==> src/rtl/wb_arbiter2_pkg.sv <==
// ---------------------------------------------------------------------------
// wb_arbiter2_pkg
// Shared definitions for the two-master Wishbone arbiter: FSM state encoding,
// the read data returned on a timeout abort, the default timeout, and a helper
// that turns the owner bit into the one-hot grant vector.
// ---------------------------------------------------------------------------
package wb_arbiter2_pkg;

    typedef enum logic [0:0] {
        ST_IDLE = 1'b0,
        ST_BUSY = 1'b1
    } arb_state_e;

    // Read data presented to a master whose transaction was aborted by timeout.
    localparam logic [7:0] ERR_DATA = 8'hFF;

    localparam int DEFAULT_TIMEOUT = 15;

    // Owner bit to one-hot grant: 0 -> 2'b01 (m0), 1 -> 2'b10 (m1).
    function automatic logic [1:0] owner_onehot(input logic owner);
        return owner ? 2'b10 : 2'b01;
    endfunction

endpackage

==> src/rtl/wb_arbiter2_timeout_cnt.sv <==
// ---------------------------------------------------------------------------
// wb_timeout_cnt
// Counts BUSY cycles that pass without a slave acknowledge.
// done_o is high in the cycle whose count, including that cycle, reaches
// TIMEOUT; with TIMEOUT = 4 it fires in the 4th un-acked BUSY cycle.
// Only instantiated when WB_ARB_TIMEOUT_EN is defined.
//
// Ports:
//   clk_i   system clock (rising edge)
//   rst_i   synchronous active-high reset, clears the count
//   clr_i   clear the count (held while the arbiter is idle)
//   en_i    count this cycle (BUSY and no ack)
//   done_o  timeout reached in the current cycle
// ---------------------------------------------------------------------------
module wb_timeout_cnt
    import wb_arbiter2_pkg::*;
#(
    parameter int TIMEOUT = DEFAULT_TIMEOUT
) (
    input  logic clk_i,
    input  logic rst_i,
    input  logic clr_i,
    input  logic en_i,
    output logic done_o
);

    localparam int CW = $clog2(TIMEOUT + 1);
    // The count is zero in the first BUSY cycle, so the TIMEOUT-th cycle
    // sees TIMEOUT-1 in the register.
    localparam logic [CW-1:0] CNT_LAST = CW'(TIMEOUT - 1);

    logic [CW-1:0] cnt_q;
    logic [CW-1:0] cnt_d;

    // Next count: clear, increment or hold.
    always_comb begin
        cnt_d = cnt_q;
        if (clr_i) begin
            cnt_d = {CW{1'b0}};
        end else if (en_i) begin
            cnt_d = cnt_q + CW'(1);
        end else begin
            cnt_d = cnt_q;
        end
    end

    // Count register with synchronous reset.
    always_ff @(posedge clk_i) begin
        if (rst_i) begin
            cnt_q <= {CW{1'b0}};
        end else begin
            cnt_q <= cnt_d;
        end
    end

    assign done_o = en_i && !clr_i && (cnt_q == CNT_LAST);

endmodule

==> src/rtl/wb_arbiter2.sv <==
// ---------------------------------------------------------------------------
// wb_arbiter2
// Round-robin arbiter letting two 8-bit Wishbone masters share one slave side.
// A request seen in IDLE is granted at that edge; the owner's cycle signals are
// then passed combinationally to the slave side and ack/read data returned to
// the owner only. Every transaction is followed by at least one IDLE cycle.
//
// Optional feature (macro WB_ARB_TIMEOUT_EN): a transaction not acknowledged
// within TIMEOUT BUSY cycles is aborted with ack=1, err=1, dat=8'hFF.
// Without the macro err outputs are 0 and BUSY waits for ack indefinitely.
//
// Ports:
//   clk_i, rst_i             clock, synchronous active-high reset
//   mX_stb_i/we_i/adr_i/dat_i master X request (X = 0, 1)
//   mX_dat_o/ack_o/err_o     master X response
//   s_stb_o/we_o/adr_o/dat_o  slave-side request
//   s_dat_i, s_ack_i          slave-side response
//   grant_o                   one-hot owner, 2'b00 when idle
// ---------------------------------------------------------------------------
module wb_arbiter2
    import wb_arbiter2_pkg::*;
#(
    parameter int TIMEOUT = DEFAULT_TIMEOUT
) (
    input  logic       clk_i,
    input  logic       rst_i,
    input  logic       m0_stb_i,
    input  logic       m0_we_i,
    input  logic [7:0] m0_adr_i,
    input  logic [7:0] m0_dat_i,
    output logic [7:0] m0_dat_o,
    output logic       m0_ack_o,
    output logic       m0_err_o,
    input  logic       m1_stb_i,
    input  logic       m1_we_i,
    input  logic [7:0] m1_adr_i,
    input  logic [7:0] m1_dat_i,
    output logic [7:0] m1_dat_o,
    output logic       m1_ack_o,
    output logic       m1_err_o,
    output logic       s_stb_o,
    output logic       s_we_o,
    output logic [7:0] s_adr_o,
    output logic [7:0] s_dat_o,
    input  logic [7:0] s_dat_i,
    input  logic       s_ack_i,
    output logic [1:0] grant_o
);

    arb_state_e state_q;
    arb_state_e state_d;
    logic       owner_q;
    logic       owner_d;
    logic       last_q;
    logic       last_d;

    logic       busy_s;
    logic       own_stb_s;
    logic       own_we_s;
    logic [7:0] own_adr_s;
    logic [7:0] own_dat_s;
    logic       tmo_s;
    logic       ack_s;
    logic       err_s;
    logic [7:0] rdat_s;

    // A reset cycle already counts as idle so a transaction caught by reset
    // never sees an ack.
    assign busy_s = (state_q == ST_BUSY) && !rst_i;

`ifdef WB_ARB_TIMEOUT_EN
    logic tmo_clr_s;
    logic tmo_en_s;

    assign tmo_clr_s = (state_q == ST_IDLE);
    assign tmo_en_s  = busy_s && !s_ack_i;

    wb_timeout_cnt #(
        .TIMEOUT (TIMEOUT)
    ) u_timeout_cnt (
        .clk_i  (clk_i),
        .rst_i  (rst_i),
        .clr_i  (tmo_clr_s),
        .en_i   (tmo_en_s),
        .done_o (tmo_s)
    );
`else
    logic unused_timeout_s;

    assign tmo_s            = 1'b0;
    assign unused_timeout_s = (TIMEOUT > 0);
`endif

    // Select the current owner's request signals.
    always_comb begin
        own_stb_s = m0_stb_i;
        own_we_s  = m0_we_i;
        own_adr_s = m0_adr_i;
        own_dat_s = m0_dat_i;
        if (owner_q) begin
            own_stb_s = m1_stb_i;
            own_we_s  = m1_we_i;
            own_adr_s = m1_adr_i;
            own_dat_s = m1_dat_i;
        end else begin
            own_stb_s = m0_stb_i;
            own_we_s  = m0_we_i;
            own_adr_s = m0_adr_i;
            own_dat_s = m0_dat_i;
        end
    end

    // Completion: slave ack wins over a coincident timeout; a dropped strobe
    // aborts silently.
    always_comb begin
        ack_s  = busy_s && own_stb_s && (s_ack_i || tmo_s);
        err_s  = ack_s && !s_ack_i;
        rdat_s = s_dat_i;
        if (err_s) begin
            rdat_s = ERR_DATA;
        end else begin
            rdat_s = s_dat_i;
        end
    end

    // Next-state logic: grant in IDLE, return to IDLE on ack, abort or timeout.
    always_comb begin
        state_d = state_q;
        owner_d = owner_q;
        last_d  = last_q;
        case (state_q)
            ST_IDLE: begin
                if (m0_stb_i && m1_stb_i) begin
                    state_d = ST_BUSY;
                    owner_d = !last_q;
                end else if (m0_stb_i) begin
                    state_d = ST_BUSY;
                    owner_d = 1'b0;
                end else if (m1_stb_i) begin
                    state_d = ST_BUSY;
                    owner_d = 1'b1;
                end else begin
                    state_d = ST_IDLE;
                end
            end
            ST_BUSY: begin
                if (!own_stb_s || s_ack_i || tmo_s) begin
                    state_d = ST_IDLE;
                    last_d  = owner_q;
                end else begin
                    state_d = ST_BUSY;
                end
            end
            default: begin
                state_d = ST_IDLE;
            end
        endcase
    end

    // Output steering: everything is 0 unless BUSY, and only the owner sees
    // its response.
    always_comb begin
        s_stb_o  = 1'b0;
        s_we_o   = 1'b0;
        s_adr_o  = 8'h00;
        s_dat_o  = 8'h00;
        grant_o  = 2'b00;
        m0_ack_o = 1'b0;
        m0_err_o = 1'b0;
        m0_dat_o = 8'h00;
        m1_ack_o = 1'b0;
        m1_err_o = 1'b0;
        m1_dat_o = 8'h00;
        if (busy_s) begin
            s_stb_o = own_stb_s && !tmo_s;
            s_we_o  = own_we_s;
            s_adr_o = own_adr_s;
            s_dat_o = own_dat_s;
            grant_o = owner_onehot(owner_q);
            if (owner_q) begin
                m1_ack_o = ack_s;
                m1_err_o = err_s;
                m1_dat_o = ack_s ? rdat_s : 8'h00;
            end else begin
                m0_ack_o = ack_s;
                m0_err_o = err_s;
                m0_dat_o = ack_s ? rdat_s : 8'h00;
            end
        end else begin
            s_stb_o = 1'b0;
        end
    end

    // State registers; last starts at 1 so m0 wins the first contention.
    always_ff @(posedge clk_i) begin
        if (rst_i) begin
            state_q <= ST_IDLE;
            owner_q <= 1'b0;
            last_q  <= 1'b1;
        end else begin
            state_q <= state_d;
            owner_q <= owner_d;
            last_q  <= last_d;
        end
    end

endmodule

==> config.mk <==
export PLATFORM = sky130hd
export DESIGN_NAME = wb_arbiter2
export DESIGN_NICKNAME = d
export VERILOG_FILES = /design/src/rtl/wb_arbiter2_pkg.sv /design/src/rtl/wb_arbiter2_timeout_cnt.sv /design/src/rtl/wb_arbiter2.sv
export SDC_FILE = /design/constraint.sdc
export NUM_CORES = 1
export LEC_CHECK = 0
export CORE_MARGIN = 3
export CORE_UTILIZATION = 45
export CTS_CLUSTER_DIAMETER = 120
export DETAILED_ROUTE_END_ITERATION = 8
export DONT_BUFFER_PORTS = 1
export SLEW_MARGIN = 20
export SYNTH_ARGS = -nofsm -noshare
export SYNTH_HDL_FRONTEND = slang
export SYNTH_SLANG_ARGS = --single-unit
export TNS_END_PERCENT = 100
==> constraint.sdc <==
create_clock -name clk_i -period 1.6 [get_ports clk_i]
set_input_delay 0.48 -clock clk_i [delete_from_list [all_inputs] [get_ports clk_i]]
set_output_delay 0.48 -clock clk_i [all_outputs]
set_load 0.03 [all_outputs]
==> metrics.cfg, run 1 <==
[die]
num_rows = 12
num_io_pins = 87
dieWidth_um = 43.2
die_h_um = 43.2
initial_utilization_pct = 51.8

[cts]
cts_made_buffers = 3
clock_path_buffers = 2
cts_setup_buffers = 4
htreeDepth = 1
clkSinkCount = 3
postCtsHoldBufs = 0
root_buffer = clkbuf_4
cts_resized = 41

[status]
error = [ERROR DPL-0038] Utilization greater than 100%, impossible to legalize
outcome = stopped before the end
lastStage = clock tree synthesis

[synth]
synthDominantCellAreaShare_pct = 27.4
syn_area_um2 = 622
synth_seq_cells = 3
synthFlopType = dfxtp_1
synth.top_cells.by_area = mux2i_1 (27%), and2_1 (17%), nor2_1 (14%)
synth_cell_type_count = 22
yosysSeqAreaShare_pct = 9.66
synth_edf_count = 0
yosysTopAreaCell = mux2i_1
synthArstFlopShare_pct = 0
syn_area_per_cell_um2 = 7.32
synthCells = 85
yosysWarnings = 0

[place]
postPlaceCellArea_um2 = 885
dpl.hpwl_um = 1500
place_congestion = 0.692
io_buffers = 0

## through the flow
stage	setup slack (ns)	instances
2_1_floorplan	-0.374	86
3_5_place_dp	-0.152	108
3_3_place_gp	-0.113	108
## logic make-up after synthesis
family / after synthesis / synth area share, %
AOI/OAI and AO/OA: 6 / 6.64
buffers and inverters: 11 / 11.7
and+or+nand+nor: 46 / 41.9
DFF: 3 / 9.66
muxes: 18 / 29.6
other: 1 / 0.603
## cells in the mapped netlist (2+ instances only)
master   count
nor2_1      23
and2_1      17
mux2i_1     17
buf_4        4
dfxtp_1      3
inv_1        3
buf_6        2
nand2_1      2
==> run 2, diff against run 1 <==
Settings changed: CORE_AREA from default to 3 3 64 66, CORE_MARGIN 3 to default, CORE_UTILIZATION 45 to default, CTS_CLUSTER_DIAMETER 120 to default, DIE_AREA from default to 0 0 67 69, PLACE_DENSITY_LB_ADDON from default to 0.15.
==> run 2 against run 1 <==
  * The flow now finishes, with violations (setup timing)
  * Synthesized cell count unchanged
  * Synthesized area stayed put
==> metrics.cfg, run 2 <==
[status]
outcome = finished with violations
violations = setup timing

[die]
initial_utilization_pct = 17.1
die_h_um = 69
dieWidth_um = 67
core_area_mm2 = 0.00363
num_io_pins = 87
num_rows = 22
die-area_mm2 = 0.00462

[critical_path]
worstSetupEndpointType = output port
crit_buf_inv = 2
worstPathCellList = nor4_4 > buf_4 > and2_1 > buf_6
crit_path_start = owner_q
reg2regPathDepth = 5
rr_startpoint = owner_q
cp_slowest_stage_delay_ns = 0.36
r2r_slack_ns = 0.15
required_ns = 1.12
crit_type = reg2out
critPathSlowestCell = dfxtp_4
cp-start-kind = flip-flop
crit_family = simple AND/OR/NAND/NOR gates
cp.arrival_ns = 1.28
reg2reg_to = last_q
worstPathMaxFanout = 9

[route]
wl_um = 2020
wl_per_cell_um = 13.6
drt_iter0_markers = 5
first_pass_iters = 3
ant_nets = 0
via_per_inst = 4.43
vias = 660
drcViolationCount = 0

[min_path]
hp-class = in2reg
min_path_cells = 1
hold_path_end = state_q
min-delay-start = rst_i

[synth]
synthCells = 85
synth-xor-area-share_pct = 0
synthAdderAreaFrac_pct = 0
synth_top_family_by_area = simple AND/OR/NAND/NOR gates
synth_commonest_cells = nor2_1 (23), and2_1 (17), mux2i_1 (17)
synth.most_common_cell = nor2_1
synth.top_cells.by_area = mux2i_1 (27%), and2_1 (17%), nor2_1 (14%)
synth_compound_area_share_pct = 6.64
synth_seq_cells = 3
synth_edf_count = 0
syn_area_per_cell_um2 = 7.32
synth_cell_type_count = 22
yosysWarnings = 0
synthFlopType = dfxtp_1
syn_area_um2 = 622
yosysTopAreaCell = mux2i_1
synthArstFlopShare_pct = 0
synthDominantCellAreaShare_pct = 27.4
yosysSeqAreaShare_pct = 9.66
yosys.area_share.simple_pct = 41.9
synth.area.mux_share_pct = 29.6

[final_layout]
post_route_cells_drive_above_1_share_pct = 77.2
final_common_cell = nor2_4
final_cells = 149
nFillCells = 380
regArea_um2 = 65.1
layout.nets = 149
multiInputGateArea_um2 = 754
fin_util_pct = 31.3
antenna_cells = 0
area_growth_pct = 82.7
final_cell_mix = nor2_4 (17), mux2i_2 (11), buf_4 (10)
reg_top3 = last_q: 1 flops, owner_q: 1 flops, state_q: 1 flops

[cts]
tritoncts = built
postCtsHoldBufs = 0
clock_path_buffers = 2
clkSinkCount = 3
path_clk_slew_ns = 0.03
root_buffer = clkbuf_8
clk_latency_ns = 0.22
htreeDepth = 1
cts_made_buffers = 3

[place]
io_buffers = 0
dpl.hpwl_um = 1620
place_inst = 143
pre_cts_ws_ns = -0.110
place_congestion = 0.698

[timing]
setup_viol_count_final = 36
setup_slack_ns = -0.156
hold_viol = 0
fin_worst_skew_ns = 0.00254
max_freq_ghz = 0.570
rsz0062_at_grt = true
period_share_pct = 110
period_minus_slack_ns = 1.76
finalMaxSlewViolations = 0

[global_route]
track_usage_pct = 8.70
grt-ovfl-total = 0
grt_pass1_vias = 690
antenna_found_initial = 0
grt_start_max_net_pins = 13
grt_pass1_wl_um = 3180

[power_and_ir_drop]
vdd.ir_drop.worst_uv = 200
power_density_mw_per_mm2 = 544
leakagePower_nw = 0.407

[job]
drv_cap = 0

-- run 2: worst reg2reg max path, delay by kind of cell (launching register included) --
family | cells | cell delay [ns]
buffers and inverters | 2 | 0.37
AOI/OAI and AO/OA | 1 | 0.27
and+or+nand+nor | 1 | 0.03
muxes | 1 | 0.29
DFF | 1 | 0.38
-- run 2: through the flow --
stage	area, um2	hold WS (ns)	total power, mW	TNS (ns)
5_1_grt	1140	0.320	0.649	-5.47
6_report	1140	0.323	0.618	-3.50
3_3_place_gp	910	0.456	0.333	-1.06
2_1_floorplan	791	0.435	0.309	-6.51
3_5_place_dp	910	0.458	0.335	-1.42
4_1_cts	1050	0.320	0.598	-4.30
-- run 2: per-layer routing --
layer	track usage [%]	vias up	share of wire (%)
li1	-	307	-
met2	14.7	58	52
met1	9.57	291	33
met4	6.08	0	2.6
met5	0	-	0
met3	1.30	4	12
-- run 2: where the power goes --
| group | leakage (nW) | switching, mW | internal (mW) | total [mW] |
|---|---|---|---|---|
| clock | 0.0228 | 0.0522 | 0.170 | 0.222 |
| sequential | 0.0258 | 0.00718 | 0.0821 | 0.0893 |
| combinational | 0.359 | 0.173 | 0.134 | 0.307 |
| total | 0.407 | 0.232 | 0.386 | 0.618 |
-- run 2: logic make-up after synthesis --
family,count (synthesis)
and+or+nand+nor,46
muxes,18
buffers and inverters,11
AOI/OAI and AO/OA,6
DFF,3
other,1
-- run 2: how the worst max path moves through the flow --
stage	endpoint	depth (start not counted)
detailed placement	m0_dat_o[0]	5
finish	m0_dat_o[0]	4
global route	m0_dat_o[0]	4
floorplan	m0_dat_o[0]	3
CTS	s_adr_o[7]	4
global placement	m0_dat_o[0]	5
-- run 2: cell type report --
class / count / area share (%)
clock buffer: 4 / 3.96
inverter: 4 / 1.32
multi-input combinational: 72 / 66.4
sequential: 3 / 5.73
tap: 48 / 5.29
timing repair buffer: 18 / 17.3
-- run 2: repair_timing --
action | CTS | global route
setup endpoints to repair | 39 | 37
setup buffers | 0 | 1
pin swaps | 0 | 4
resized for setup | 24 | 7
gates cloned | 0 | 1
Note: power is estimated with default switching activity, not from simulation.
==> run 3, diff against run 2 <==
Settings changed: CAP_MARGIN from default to 5, PLACE_DENSITY from default to 0.3, PLACE_DENSITY_LB_ADDON 0.15 to default.
==> run 3 against run 2 <==
  * Non-clock buffer count unchanged
  * Cell count unchanged
  * Setup slack improved by 0.0029 ns
  * Core utilization increased by 0.52 points
  * Final area increased by 1.7%
  * Highest routed layer unchanged
  * Die area unchanged
  * Critical path type unchanged
  * Via count increased by 0.91%
  * The run still ends with setup timing left
  * Critical endpoint unchanged
==> metrics.cfg, run 3 (same netlist as run 2, synthesis figures left out) <==
[global_route]
top_usage_layer = met2
met2_usage_pct = 14.3
grt_start_max_net_pins = 19
met1_usage_pct = 8.61
gr-usage-met3_pct = 2.77
antenna_found_initial = 0
grt_pass1_wl_um = 3040
grt-ovfl-total = 0
track_usage_pct = 8.16
grt_pass1_vias = 670

[min_path]
min_path_cells = 1
hp-class = in2reg
min-delay-start = rst_i
hold_path_end = owner_q

[timing]
finalMaxSlewViolations = 0
rsz0062_at_grt = true
fin_worst_skew_ns = 0.00179
hold_viol = 0
setup_slack_ns = -0.153
period_minus_slack_ns = 1.75
period_share_pct = 110
max_freq_ghz = 0.571
hold_slack_ns = 0.332
setup_viol_count_final = 36

[die]
num_io_pins = 87
core_area_mm2 = 0.00363
dieWidth_um = 67
die-area_mm2 = 0.00462
die_h_um = 69
num_rows = 22
initial_utilization_pct = 17.1

[power_and_ir_drop]
vdd.ir_drop.worst_uv = 290
leakagePower_nw = 0.406
p_total_uw = 613
power_density_mw_per_mm2 = 530

[final_layout]
final_cell_mix = nor2_4 (17), buf_6 (10), mux2i_2 (9)
nFillCells = 390
antenna_cells = 0
area_growth_pct = 85.7
final_common_cell = nor2_4
multiInputGateArea_um2 = 785
final_cells = 149
design_area_mm2 = 0.00115
post_route_cells_drive_above_1_share_pct = 78.2
layout.nets = 149
reg_top3 = last_q: 1 flops, owner_q: 1 flops, state_q: 1 flops
regArea_um2 = 65.1

[place]
postPlaceCellArea_um2 = 907
pre_cts_ws_ns = -0.112
io_buffers = 0
place_congestion = 0.725
place_inst = 141
dpl.hpwl_um = 1650

[cts]
clkSinkCount = 3
postCtsHoldBufs = 0
clock_path_buffers = 2
htreeDepth = 1
cts_made_buffers = 3
path_clk_slew_ns = 0.03
clk_latency_ns = 0.21
root_buffer = clkbuf_8
tritoncts = built

[critical_path]
rr_startpoint = owner_q
critical_path_depth = 4
cp-start-kind = flip-flop
required_ns = 1.12
reg2reg_to = last_q
r2r_slack_ns = 0.23
worstPathMaxFanout = 9
cp_slowest_stage_delay_ns = 0.36
worstSetupEndpointType = output port
crit_type = reg2out
cp.arrival_ns = 1.27
crit_family = simple AND/OR/NAND/NOR gates
reg2regPathDepth = 5
worstPathCellList = nor4_4 > buf_4 > and2_1 > buf_6
critPathSlowestCell = dfxtp_4
crit_buf_inv = 2

[job]
drv_cap = 0

[route]
wl_um = 2050
drcViolationCount = 0
via_per_inst = 4.47
first_pass_iters = 2
vias = 666
drt_iter0_markers = 8
wl_per_cell_um = 13.8
ant_nets = 0

[status]
violations = setup timing
outcome = finished with violations

==> run 3: changes by cell type in the layout (fill, tap and decap cells not counted) <==
cell and delta:
mux2i_1 -1, buf_6 +5, mux2i_4 +3, buf_12 -1, buf_4 -3, clkbuf_16 -1
mux2i_2 -2
==> run 3: area by class of cell <==
| cell class | instances | share of cell area, % |
|---|---|---|
| Clock buffer | 4 | 3.90 |
| Sequential cell | 3 | 5.63 |
| Timing Repair Buffer | 18 | 16.0 |
| Tap cell | 48 | 5.20 |
| Inverter | 4 | 1.30 |
| Multi-Input combinational cell | 72 | 67.9 |
==> run 3: through the flow <==
step / TNS [ns] / utilization [%]
3_5_place_dp: -1.01 / 25.0
4_1_cts: -3.37 / 28.9
3_3_place_gp: -0.721 / 25.0
6_report: -3.38 / 31.8
2_1_floorplan: -6.51 / -
5_1_grt: -5.22 / 31.8
==> run 3: worst max path at each step <==
stage | slack (ns) | from | to
after global routing | -0.21 | owner_q | m0_dat_o[0]
final | -0.15 | owner_q | m0_dat_o[0]
after global placement | -0.08 | rst_i | m0_dat_o[0]
after CTS | -0.17 | owner_q | m0_dat_o[0]
after floorplan | -0.37 | rst_i | m0_dat_o[0]
after detailed placement | -0.11 | rst_i | m0_dat_o[0]
==> run 3: timing repair <==
item,CTS,global route
endpoints found under the hold margin,0,0
gates resized for setup,20,17
cloned,0,1
setup endpoints to repair,37,38
pin swaps,1,10
buffers inserted,2,1
==> run 3: where the power goes <==
group | switching (mW) | internal [mW]
clock network | 0.0460 | 0.170
registers | 0.00760 | 0.0822
logic | 0.174 | 0.133
total | 0.228 | 0.385
==> run 3: metal layers <==
| layer | part of all wire (%) | vias to the layer above | wire length (um) |
|---|---|---|---|
| li1 | - | 307 | - |
| met1 | 31 | 303 | 641 |
| met2 | 55 | 54 | 1130 |
| met3 | 13 | 2 | 258 |
| met4 | 0.93 | 0 | 19 |
| met5 | 0 | - | 0 |
